`config.mk`:
```
export PLATFORM = sky130hd
export DESIGN_NAME = row_sweep_controller
export DESIGN_NICKNAME = d
export VERILOG_FILES = /design/src/rtl/row_sweep_controller.sv
export SDC_FILE = /design/constraint.sdc
export NUM_CORES = 1
export LEC_CHECK = 0
export CAP_MARGIN = 40
export CELL_PAD_IN_SITES_DETAIL_PLACEMENT = 1
export CELL_PAD_IN_SITES_GLOBAL_PLACEMENT = 1
export CORE_UTILIZATION = 32
export DETAILED_ROUTE_END_ITERATION = 16
export PLACE_DENSITY_LB_ADDON = 0.1
export SYNTH_ARGS = -nofsm -noshare
export SYNTH_HDL_FRONTEND = slang
export SYNTH_SLANG_ARGS = --single-unit
```
`constraint.sdc`:
```
create_clock -name clk -period 5.4 [get_ports clk]
set_clock_uncertainty 0.05 [all_clocks]
set_input_delay 1.35 -clock clk [delete_from_list [all_inputs] [get_ports clk]]
set_output_delay 1.35 -clock clk [all_outputs]
set_load 0.02 [all_outputs]
```
`src/rtl/row_sweep_controller.sv`:
```
// row_sweep_controller: sweeps the active block row across the playfield, latches it on place and trims it to the row below
// Ports:
//   clk, resetn      clock, synchronous active-low reset
//   frame_tick       one-cycle pulse per video frame
//   level_go         start sweeping a new row (also restarts after a miss)
//   place            player drops the sweeping row
//   speed_frames     frames per one-column step, 0 behaves as 1
//   num_blocks       width of a freshly spawned row
//   row_x/row_width  position and width of the active row
//   draw_req         one-cycle pulse whenever row_x/row_width change
//   next_signal      one-cycle pulse when a row lands with nonzero overlap
//   game_over        held high after a row misses the stack
//   rows_placed      successful placements, saturating at 15
//   busy             high while sweeping or evaluating
module row_sweep_controller #(
    parameter int COLS  = 16,
    parameter int POS_W = 4,
    parameter int SPD_W = 8
) (
    input  logic             clk,
    input  logic             resetn,
    input  logic             frame_tick,
    input  logic             level_go,
    input  logic             place,
    input  logic [SPD_W-1:0] speed_frames,
    input  logic [3:0]       num_blocks,
    output logic [POS_W-1:0] row_x,
    output logic [3:0]       row_width,
    output logic             draw_req,
    output logic             next_signal,
    output logic             game_over,
    output logic [3:0]       rows_placed,
    output logic             busy
);
    typedef enum logic [1:0] {IDLE, SWEEP, EVAL, FAIL} state_t;
    localparam logic [POS_W:0] COLS_W = (POS_W+1)'(COLS);
    state_t           state, state_d;
    logic [POS_W-1:0] row_x_d, prev_x, prev_x_d;
    logic [3:0]       row_width_d, prev_w, prev_w_d, rows_placed_d, spawn_w;
    logic [SPD_W-1:0] frame_cnt, frame_cnt_d, eff_speed;
    logic             dir, dir_d;
    logic             prev_valid, prev_valid_d, draw_req_d, next_signal_d, game_over_d;
    logic [POS_W:0]   row_end, prev_end, ovl_x, ovl_end, ovl_w;
    logic             step, full_row;

    assign busy = (state == SWEEP) || (state == EVAL);

    always_comb begin
        eff_speed = (speed_frames == '0) ? SPD_W'(1) : speed_frames;
        // >= keeps a live speed decrease from letting the counter run past the target
        step      = frame_tick && (frame_cnt >= eff_speed - SPD_W'(1));
        full_row  = (POS_W+1)'(row_width) == COLS_W;
        row_end   = {1'b0, row_x} + (POS_W+1)'(row_width);
        prev_end  = {1'b0, prev_x} + (POS_W+1)'(prev_w);
        ovl_x     = !prev_valid ? {1'b0, row_x} : {1'b0, (row_x > prev_x) ? row_x : prev_x};
        ovl_end   = !prev_valid ? row_end : ((row_end < prev_end) ? row_end : prev_end);
        ovl_w     = (ovl_end > ovl_x) ? ovl_end - ovl_x : '0;
        // restarting from FAIL forgets the old stack, so the spawn is always num_blocks there
        spawn_w   = (state == IDLE && prev_valid && prev_w < num_blocks) ? prev_w : num_blocks;
        state_d       = state;
        row_x_d       = row_x;
        row_width_d   = row_width;
        frame_cnt_d   = frame_cnt;
        dir_d         = dir;
        prev_valid_d  = prev_valid;
        prev_x_d      = prev_x;
        prev_w_d      = prev_w;
        rows_placed_d = rows_placed;
        game_over_d   = game_over;
        draw_req_d    = 1'b0;
        next_signal_d = 1'b0;
        case (state)
            IDLE, FAIL: begin
                if (level_go) begin
                    state_d     = SWEEP;
                    row_x_d     = '0;
                    row_width_d = spawn_w;
                    dir_d       = 1'b0;
                    frame_cnt_d = '0;
                    draw_req_d  = 1'b1;
                    game_over_d = 1'b0;
                    if (state == FAIL) begin
                        prev_valid_d  = 1'b0;
                        rows_placed_d = '0;
                    end
                end
            end
            SWEEP: begin
                if (place) begin
                    state_d = EVAL;
                end else if (frame_tick) begin
                    frame_cnt_d = step ? '0 : frame_cnt + SPD_W'(1);
                    if (step && !full_row) begin
                        // bounce at either edge, dir = 1 means moving left
                        dir_d      = (!dir && row_end == COLS_W) ? 1'b1 : (dir && row_x == '0) ? 1'b0 : dir;
                        row_x_d    = dir_d ? row_x - POS_W'(1) : row_x + POS_W'(1);
                        draw_req_d = 1'b1;
                    end
                end
            end
            EVAL: begin
                if (ovl_w != '0) begin
                    state_d       = IDLE;
                    row_x_d       = ovl_x[POS_W-1:0];
                    row_width_d   = 4'(ovl_w);
                    prev_x_d      = ovl_x[POS_W-1:0];
                    prev_w_d      = 4'(ovl_w);
                    prev_valid_d  = 1'b1;
                    rows_placed_d = (rows_placed == 4'hF) ? rows_placed : rows_placed + 4'd1;
                    next_signal_d = 1'b1;
                    draw_req_d    = 1'b1;
                end else begin
                    state_d     = FAIL;
                    game_over_d = 1'b1;
                end
            end
        endcase
    end

    always_ff @(posedge clk) begin
        if (!resetn) begin
            state       <= IDLE;
            row_x       <= '0;
            row_width   <= '0;
            frame_cnt   <= '0;
            dir         <= 1'b0;
            prev_valid  <= 1'b0;
            prev_x      <= '0;
            prev_w      <= '0;
            rows_placed <= '0;
            game_over   <= 1'b0;
            draw_req    <= 1'b0;
            next_signal <= 1'b0;
        end else begin
            state       <= state_d;
            row_x       <= row_x_d;
            row_width   <= row_width_d;
            frame_cnt   <= frame_cnt_d;
            dir         <= dir_d;
            prev_valid  <= prev_valid_d;
            prev_x      <= prev_x_d;
            prev_w      <= prev_w_d;
            rows_placed <= rows_placed_d;
            game_over   <= game_over_d;
            draw_req    <= draw_req_d;
            next_signal <= next_signal_d;
        end
    end
endmodule
```
==> results.txt, run 1 <==
Startpoint Class -> flop
Initial DRT Pass Iterations -> 4
Post-Synth XOR/XNOR Area -> 5.20%
Antenna Nets Post-Route -> 0
Core box area -> 9200 um2
Final Max Slew Viols -> 0
Hold Path Origin -> game_over
Worst-path clk slew -> 80 ps
Crit path largest cell delay -> 410 ps
Unrepaired setup endpoints after global routing -> false
Area growth syn-to-layout -> 19.1%
WL final -> 8360 um
Synth Area in Simple Gates -> 17.2%
Clock sink count -> 35
Post-synth EDFFs -> 0
Post-synthesis sequential area ratio -> 23.1%
Cells on worst reg2reg path -> 19
CTS tree -> done
Slew HR -> 50.6%
Post-Syn Nets -> 413
H-Tree Level Count -> 2
Worst Path Buf+Inv -> 1
Hold Buf Count CTS -> 0
Layout Cells excl Fill -> 500
Crit path depth -> 19
Die width -> 99.4 um
Die area -> 9880 um2
Power Density -> 367 nW/um2
Average cell area after synthesis -> 8.64 um2
Max-Cap Viols -> 0
Number of synthesized register bits -> 35
Final setup viols -> 0
Critical-path cell list -> ha_1 > fa_1 > a21o_1 > a21oi_2 > inv_1 > ha_1 > a21oi_1 > nor2_1 > a41oi_4 > mux2i_1 > ha_1 > fa_1 > nand2b_1 > a21boi_1 > o21ai_0 > mux2_4 > a211o_1 > a21o_2 > a221oi_1
Status -> finished, final reports clean
DP Cell Count -> 492
Post-synth ARST share -> 0%
Clock latency on the worst-skew pair -> 280 ps
Die Y -> 99.4 um
Kind of critical path -> flop to flop
HP Class -> flop to flop
Vias in the first global route -> 2776
Reg-to-reg slack, setup -> 490 ps
Largest net degree at the start of global routing -> 22
Starting Density -> 33.0%
Adder and majority gate portion of the synthesized area -> 19.5%
Post-synthesis mux area share -> 6.72%
Arrival time at the worst endpoint -> 5040 ps
Area fraction in compound gates after synthesis -> 22.9%
DRC violations left -> 0
Ports -> 33
Slowest stage cell, crit path -> fa_1
Clock buffer depth -> 2
Global-route wire length before repair -> 14200 um
RR Endpoint -> game_over
GRT Util Overall -> 18.4%
CP Capture Type -> flop
Final Wtd Congestion -> 0.770
Antenna diodes -> 0
Distinct cells, synth -> 57
Synth warnings -> 0
Cell family contributing the most delay on the critical path -> compound AO/OA/AOI/OAI gates
Commonest non-fill, non-tap cell in the layout -> ha_1
Via count -> 2686
Mapped Area -> 3030 um2
Fin crit period -> 4910 ps
Worst Path Required -> 5530 ps
Final HPWL DP -> 6760 um
R2r startpoint -> row_width[0]
Peak VDD IR -> 0.000201 V
Setup TNS -> 0 ps
CTS Buf Count -> 5
Routed wire per std cell -> 16.7 um
Row count -> 35
Share of cells above drive strength 1 -> 11.1%
Most frequent CP cell -> ha_1
Vias/cell -> 5.37
Final Hold Fails -> 0
Hold path depth -> 2
WHS Endpoint -> game_over
1st-iter DRT viols -> 76
Grt ovf -> 0
Initial antenna violation count -> 0
Largest family of logic cells by synthesized area -> compound AO/OA/AOI/OAI gates
Final worst-path cycle share -> 90.8%
Commonest non-fill, non-tap cells in the layout -> ha_1, dfxtp_1, clkdlybuf4s50_1
Nets@finish -> 450
Tightest Pin Transition -> 740 ps
Synthesized instance count -> 351
Worst Path Max Fanout -> 9
Post-synth top flop -> dfxtp_1
Hold slack final -> 437 ps
Leakage -> 0.00153 uW
I/O Buffers -> 32
CTS Root Cell -> clkbuf_8
Fmax -> 204 MHz
## state kept, by name (all words and copies together), names as in the netlist
register     flops
state            2
prev_valid       1
next_signal      1
game_over        1
draw_req         1
row_width        4
frame_cnt        8
row_x            4
rows_placed      4
dir              1
prev_w           4
prev_x           4
## metrics by stage
stage	area (um2)	power [uW]	utilization, %	setup WS, ps
2_1_floorplan	3030	832	-	496
3_3_place_gp	3480	1050	37.9	340
3_5_place_dp	3480	1070	37.9	196
4_1_cts	3600	1330	39.1	169
5_1_grt	3610	1440	39.3	151
6_report	3610	1320	39.3	495
## worst min-delay path, cell delays in order (launching register included)
cell	delay, ps
dfxtp_1	320
inv_1	50
a221oi_1	60
## cell usage after synthesis (2+ instances only)
master / number / area [um2]
a21o_2: 3 / 26.3
or4_1: 2 / 15.0
a21boi_0: 3 / 22.5
nor3_1: 9 / 45.0
a21oi_1: 18 / 90.1
mux2i_1: 11 / 110
clkbuf_1: 4 / 15.0
a22o_1: 3 / 26.3
nand3_1: 14 / 70.1
a211oi_1: 5 / 37.5
a21oi_2: 3 / 26.3
nand4_1: 7 / 43.8
nor3b_1: 2 / 15.0
xnor2_1: 9 / 78.8
o21ai_0: 17 / 85.1
o22a_1: 2 / 17.5
nand2_1: 24 / 90.1
xor2_1: 9 / 78.8
a22oi_1: 2 / 15.0
dfxtp_1: 35 / 701
a211o_1: 2 / 17.5
fa_1: 4 / 80.1
a31o_2: 2 / 17.5
inv_1: 24 / 90.1
a41oi_1: 2 / 17.5
a311oi_1: 6 / 52.6
a31oi_1: 7 / 43.8
a21o_1: 10 / 75.1
nor2b_1: 2 / 12.5
or3_1: 4 / 25.0
ha_1: 41 / 513
mux2_2: 7 / 78.8
nor2_1: 24 / 90.1
buf_6: 3 / 33.8
nand2b_1: 9 / 56.3
## timing repair
item / CTS / global route
gates resized for setup: 0 / 4
endpoints found under the hold margin: 0 / 0
setup endpoints to repair: 0 / 23
buffers inserted: 0 / 0
## cell families after synthesis
family / Yosys count
simple gates: 104
compound gates: 96
fa+ha+maj: 45
flops: 35
buf+inv: 34
mux: 19
xor+xnor: 18
## routing by layer
metal	share of wire (%)	wire length (um)	vias up	GRT usage, %
met5	0	0	-	0
met4	0.35	29	0	3.05
met3	1.9	162	2	1.90
met2	44	3680	36	29.6
met1	54	4500	1289	26.8
li1	-	-	1359	-
## cell type report
| type | count | area, um2 |
|---|---|---|
| inverter | 24 | 90.1 |
| sequential | 35 | 701 |
| tap | 111 | 139 |
| timing repair buffer | 40 | 380 |
| multi-input combinational | 282 | 2180 |
| clock buffer | 6 | 82.6 |
| clock inverter | 2 | 35.0 |
| fill | 1090 | 5580 |
## how the worst max path moves through the flow
stage | end | startpoint | slack, ps
CTS | row_x[3] | row_width[0] | 170
finish | game_over | row_width[0] | 490
detailed placement | row_x[2] | row_width[0] | 200
global route | game_over | row_width[0] | 150
global placement | row_x[2] | row_width[0] | 340
floorplan | state[1] | row_x[0] | 500
## report_power, final
| part | internal [uW] | switching [uW] | total (uW) |
|---|---|---|---|
| logic | 311 | 435 | 746 |
| registers | 288 | 37.0 | 325 |
| clock network | 150 | 103 | 253 |
No activity file was read; power rests on OpenSTA's default activity.
==> run 2: changes to the inputs <==
clock period = 4.9 ns   (was 5.4 ns; I/O delays follow)
==> results.txt, run 2 (same netlist as run 1, synthesis figures left out) <==
Vias/cell -> 5.48 (was 5.37)
Fin crit period -> 4640 ps (was 4910 ps)
Met1 Use GR -> 25.4% (was 26.8%)
Vias in the first global route -> 2875 (was 2776)
Worst-path clk slew -> 80 ps (about the same)
Setup bufs post-CTS -> 0 (unchanged)
Final Max Slew Viols -> 0 (unchanged)
Antenna Nets Post-Route -> 0 (unchanged)
Peak VDD IR -> 0.000195 V (was 0.000201 V)
Starting Density -> 33.0% (unchanged)
Max reg flops -> 8 (unchanged)
HP Class -> flop to flop (unchanged)
Max-Cap Viols -> 0 (unchanged)
Startpoint Class -> flop (unchanged)
Clock latency on the worst-skew pair -> 290 ps (was 280 ps)
Largest Register -> frame_cnt (unchanged)
Cells on worst reg2reg path -> 18 (was 19)
GR Layer Usage met2 -> 31.8% (was 29.6%)
CTS Root Cell -> clkbuf_8 (unchanged)
R2r startpoint -> prev_w[0] (was row_width[0])
Final Wtd Congestion -> 0.757 (was 0.770)
Final setup viols -> 0 (unchanged)
Met3 Resource Use GR -> 1.90% (unchanged)
Kind of critical path -> flop to flop (unchanged)
Area growth syn-to-layout -> 24.7% (was 19.1%)
Initial antenna violation count -> 0 (unchanged)
CP Capture Type -> flop (unchanged)
Power Density -> 412 nW/um2 (was 367 nW/um2)
Layout Cells excl Fill -> 514 (was 500)
GRT Util Overall -> 19.0% (was 18.4%)
Die area -> 9880 um2 (unchanged)
Util after Layout -> 41.1% (was 39.3%)
I/O Buffers -> 32 (unchanged)
Slew HR -> 46.9% (was 50.6%)
Worst Path Required -> 5040 ps (was 5530 ps)
Ports -> 33 (unchanged)
Grt ovf -> 0 (unchanged)
Commonest non-fill, non-tap cells in the layout -> ha_1, dfxtp_1, clkdlybuf4s50_1, inv_1, nand2_1 (was ha_1, dfxtp_1, clkdlybuf4s50_1)
Busiest grt layer -> met2 (unchanged)
Final HPWL DP -> 7220 um (was 6760 um)
Worst Path Max Fanout -> 7 (was 9)
Row count -> 35 (unchanged)
Status -> finished, final reports clean (unchanged)
1st-iter DRT viols -> 77 (was 76)
Final Hold Fails -> 0 (unchanged)
Commonest non-fill, non-tap cell in the layout -> ha_1 (unchanged)
Nets@finish -> 464 (was 450)
Arrival time at the worst endpoint -> 4780 ps (was 5040 ps)
Largest net degree at the start of global routing -> 22 (unchanged)
Final worst-path cycle share -> 94.7% (was 90.8%)
Routed wire per std cell -> 17.5 um (was 16.7 um)
Via count -> 2819 (was 2686)
WL final -> 9010 um (was 8360 um)
Clock sink count -> 35 (unchanged)
H-Tree Level Count -> 2 (unchanged)
Tightest Pin Transition -> 796 ps (was 740 ps)
Initial DRT Pass Iterations -> 4 (unchanged)
Core box area -> 9200 um2 (unchanged)
Fmax -> 216 MHz (was 204 MHz)
Reg-to-reg slack, setup -> 260 ps (was 490 ps)
DRC violations left -> 0 (unchanged)
Global-route wire length before repair -> 14600 um (was 14200 um)
Share of cells above drive strength 1 -> 16.1% (was 11.1%)
CTS tree -> done (unchanged)
WHS Endpoint -> game_over (unchanged)
Hold path depth -> 2 (unchanged)
CTS Buf Count -> 5 (unchanged)
Die Y -> 99.4 um (unchanged)
RR Endpoint -> row_width[0] (was game_over)
Antenna diodes -> 0 (unchanged)
Hold Buf Count CTS -> 0 (unchanged)
Die width -> 99.4 um (unchanged)
Clock buffer depth -> 2 (unchanged)
Leakage -> 0.00160 uW (was 0.00153 uW)
Hold Path Origin -> game_over (unchanged)
DP Cell Count -> 505 (was 492)
-- run 2: cell types whose count changed in the layout (fill, tap and decap cells not counted), moves of 2 or more --
cell	change
xnor2_1	-2
a21boi_2	+2
o21ai_1	+3
buf_4	+13
o21ai_0	-3
xnor2_2	+2
-- run 2: routing by layer --
metal / up-vias / wire [um]
met5: - / 0
met2: 40 / 4110
li1: 1394 / -
met1: 1371 / 4520
met4: 0 / 218
met3: 14 / 160
-- run 2: how the worst max path moves through the flow --
| stage | start | slack, ps | end |
|---|---|---|---|
| after floorplan | row_x[0] | 80 | state[1] |
| after global placement | prev_w[0] | 70 | row_width[0] |
| after detailed placement | row_x[0] | -60 | row_width[0] |
| after CTS | row_x[0] | 20 | row_width[0] |
| after global routing | prev_w[0] | -3 | game_over |
| final | prev_w[0] | 260 | row_width[0] |
-- run 2: worst max-delay path: stages (launching register included) --
cell and delay (ps):
dfxtp_1 350, ha_1 220, fa_1 430, a21o_1 220, a21oi_4 210, ha_4 240
a21oi_2 130, nor2_2 60, a41oi_4 220, mux2i_1 120, ha_1 230, fa_1 400
nand2b_1 170, a21boi_2 190, o21ai_0 110, mux2_4 320, a211o_4 370, and2_4 210
a311oi_2 250
-- run 2: report_power, final --
group	internal, uW	switching, uW	leakage (uW)	total (uW)
registers	318	37.1	0.000284	355
logic	393	527	0.00126	921
clock network	165	119	0.0000612	284
-- run 2: stage by stage --
step | cell area [um2] | setup WS (ps) | hold slack (ps) | setup TNS [ps] | total power (uW)
after floorplan | 3030 | 76.3 | 412 | 0 | 918
after global placement | 3580 | 75.0 | 408 | 0 | 1220
after detailed placement | 3580 | -63.7 | 427 | -88.9 | 1240
after CTS | 3710 | 20.0 | 440 | 0 | 1530
after global routing | 3780 | -2.63 | 484 | -2.63 | 1670
final | 3780 | 262 | 436 | 0 | 1560
-- run 2: layout make-up --
type	instances	area, um2
fill	1106	5410
multi-input combinational	283	2260
sequential	35	701
timing repair buffer	53	478
tap	111	139
inverter	24	90.1
clock buffer	6	82.6
clock inverter	2	35.0
-- run 2: what timing repair did --
item	in CTS	in global routing
setup endpoints to repair	5	24
pin swaps	0	3
resized for setup	4	14
gates cloned	0	1
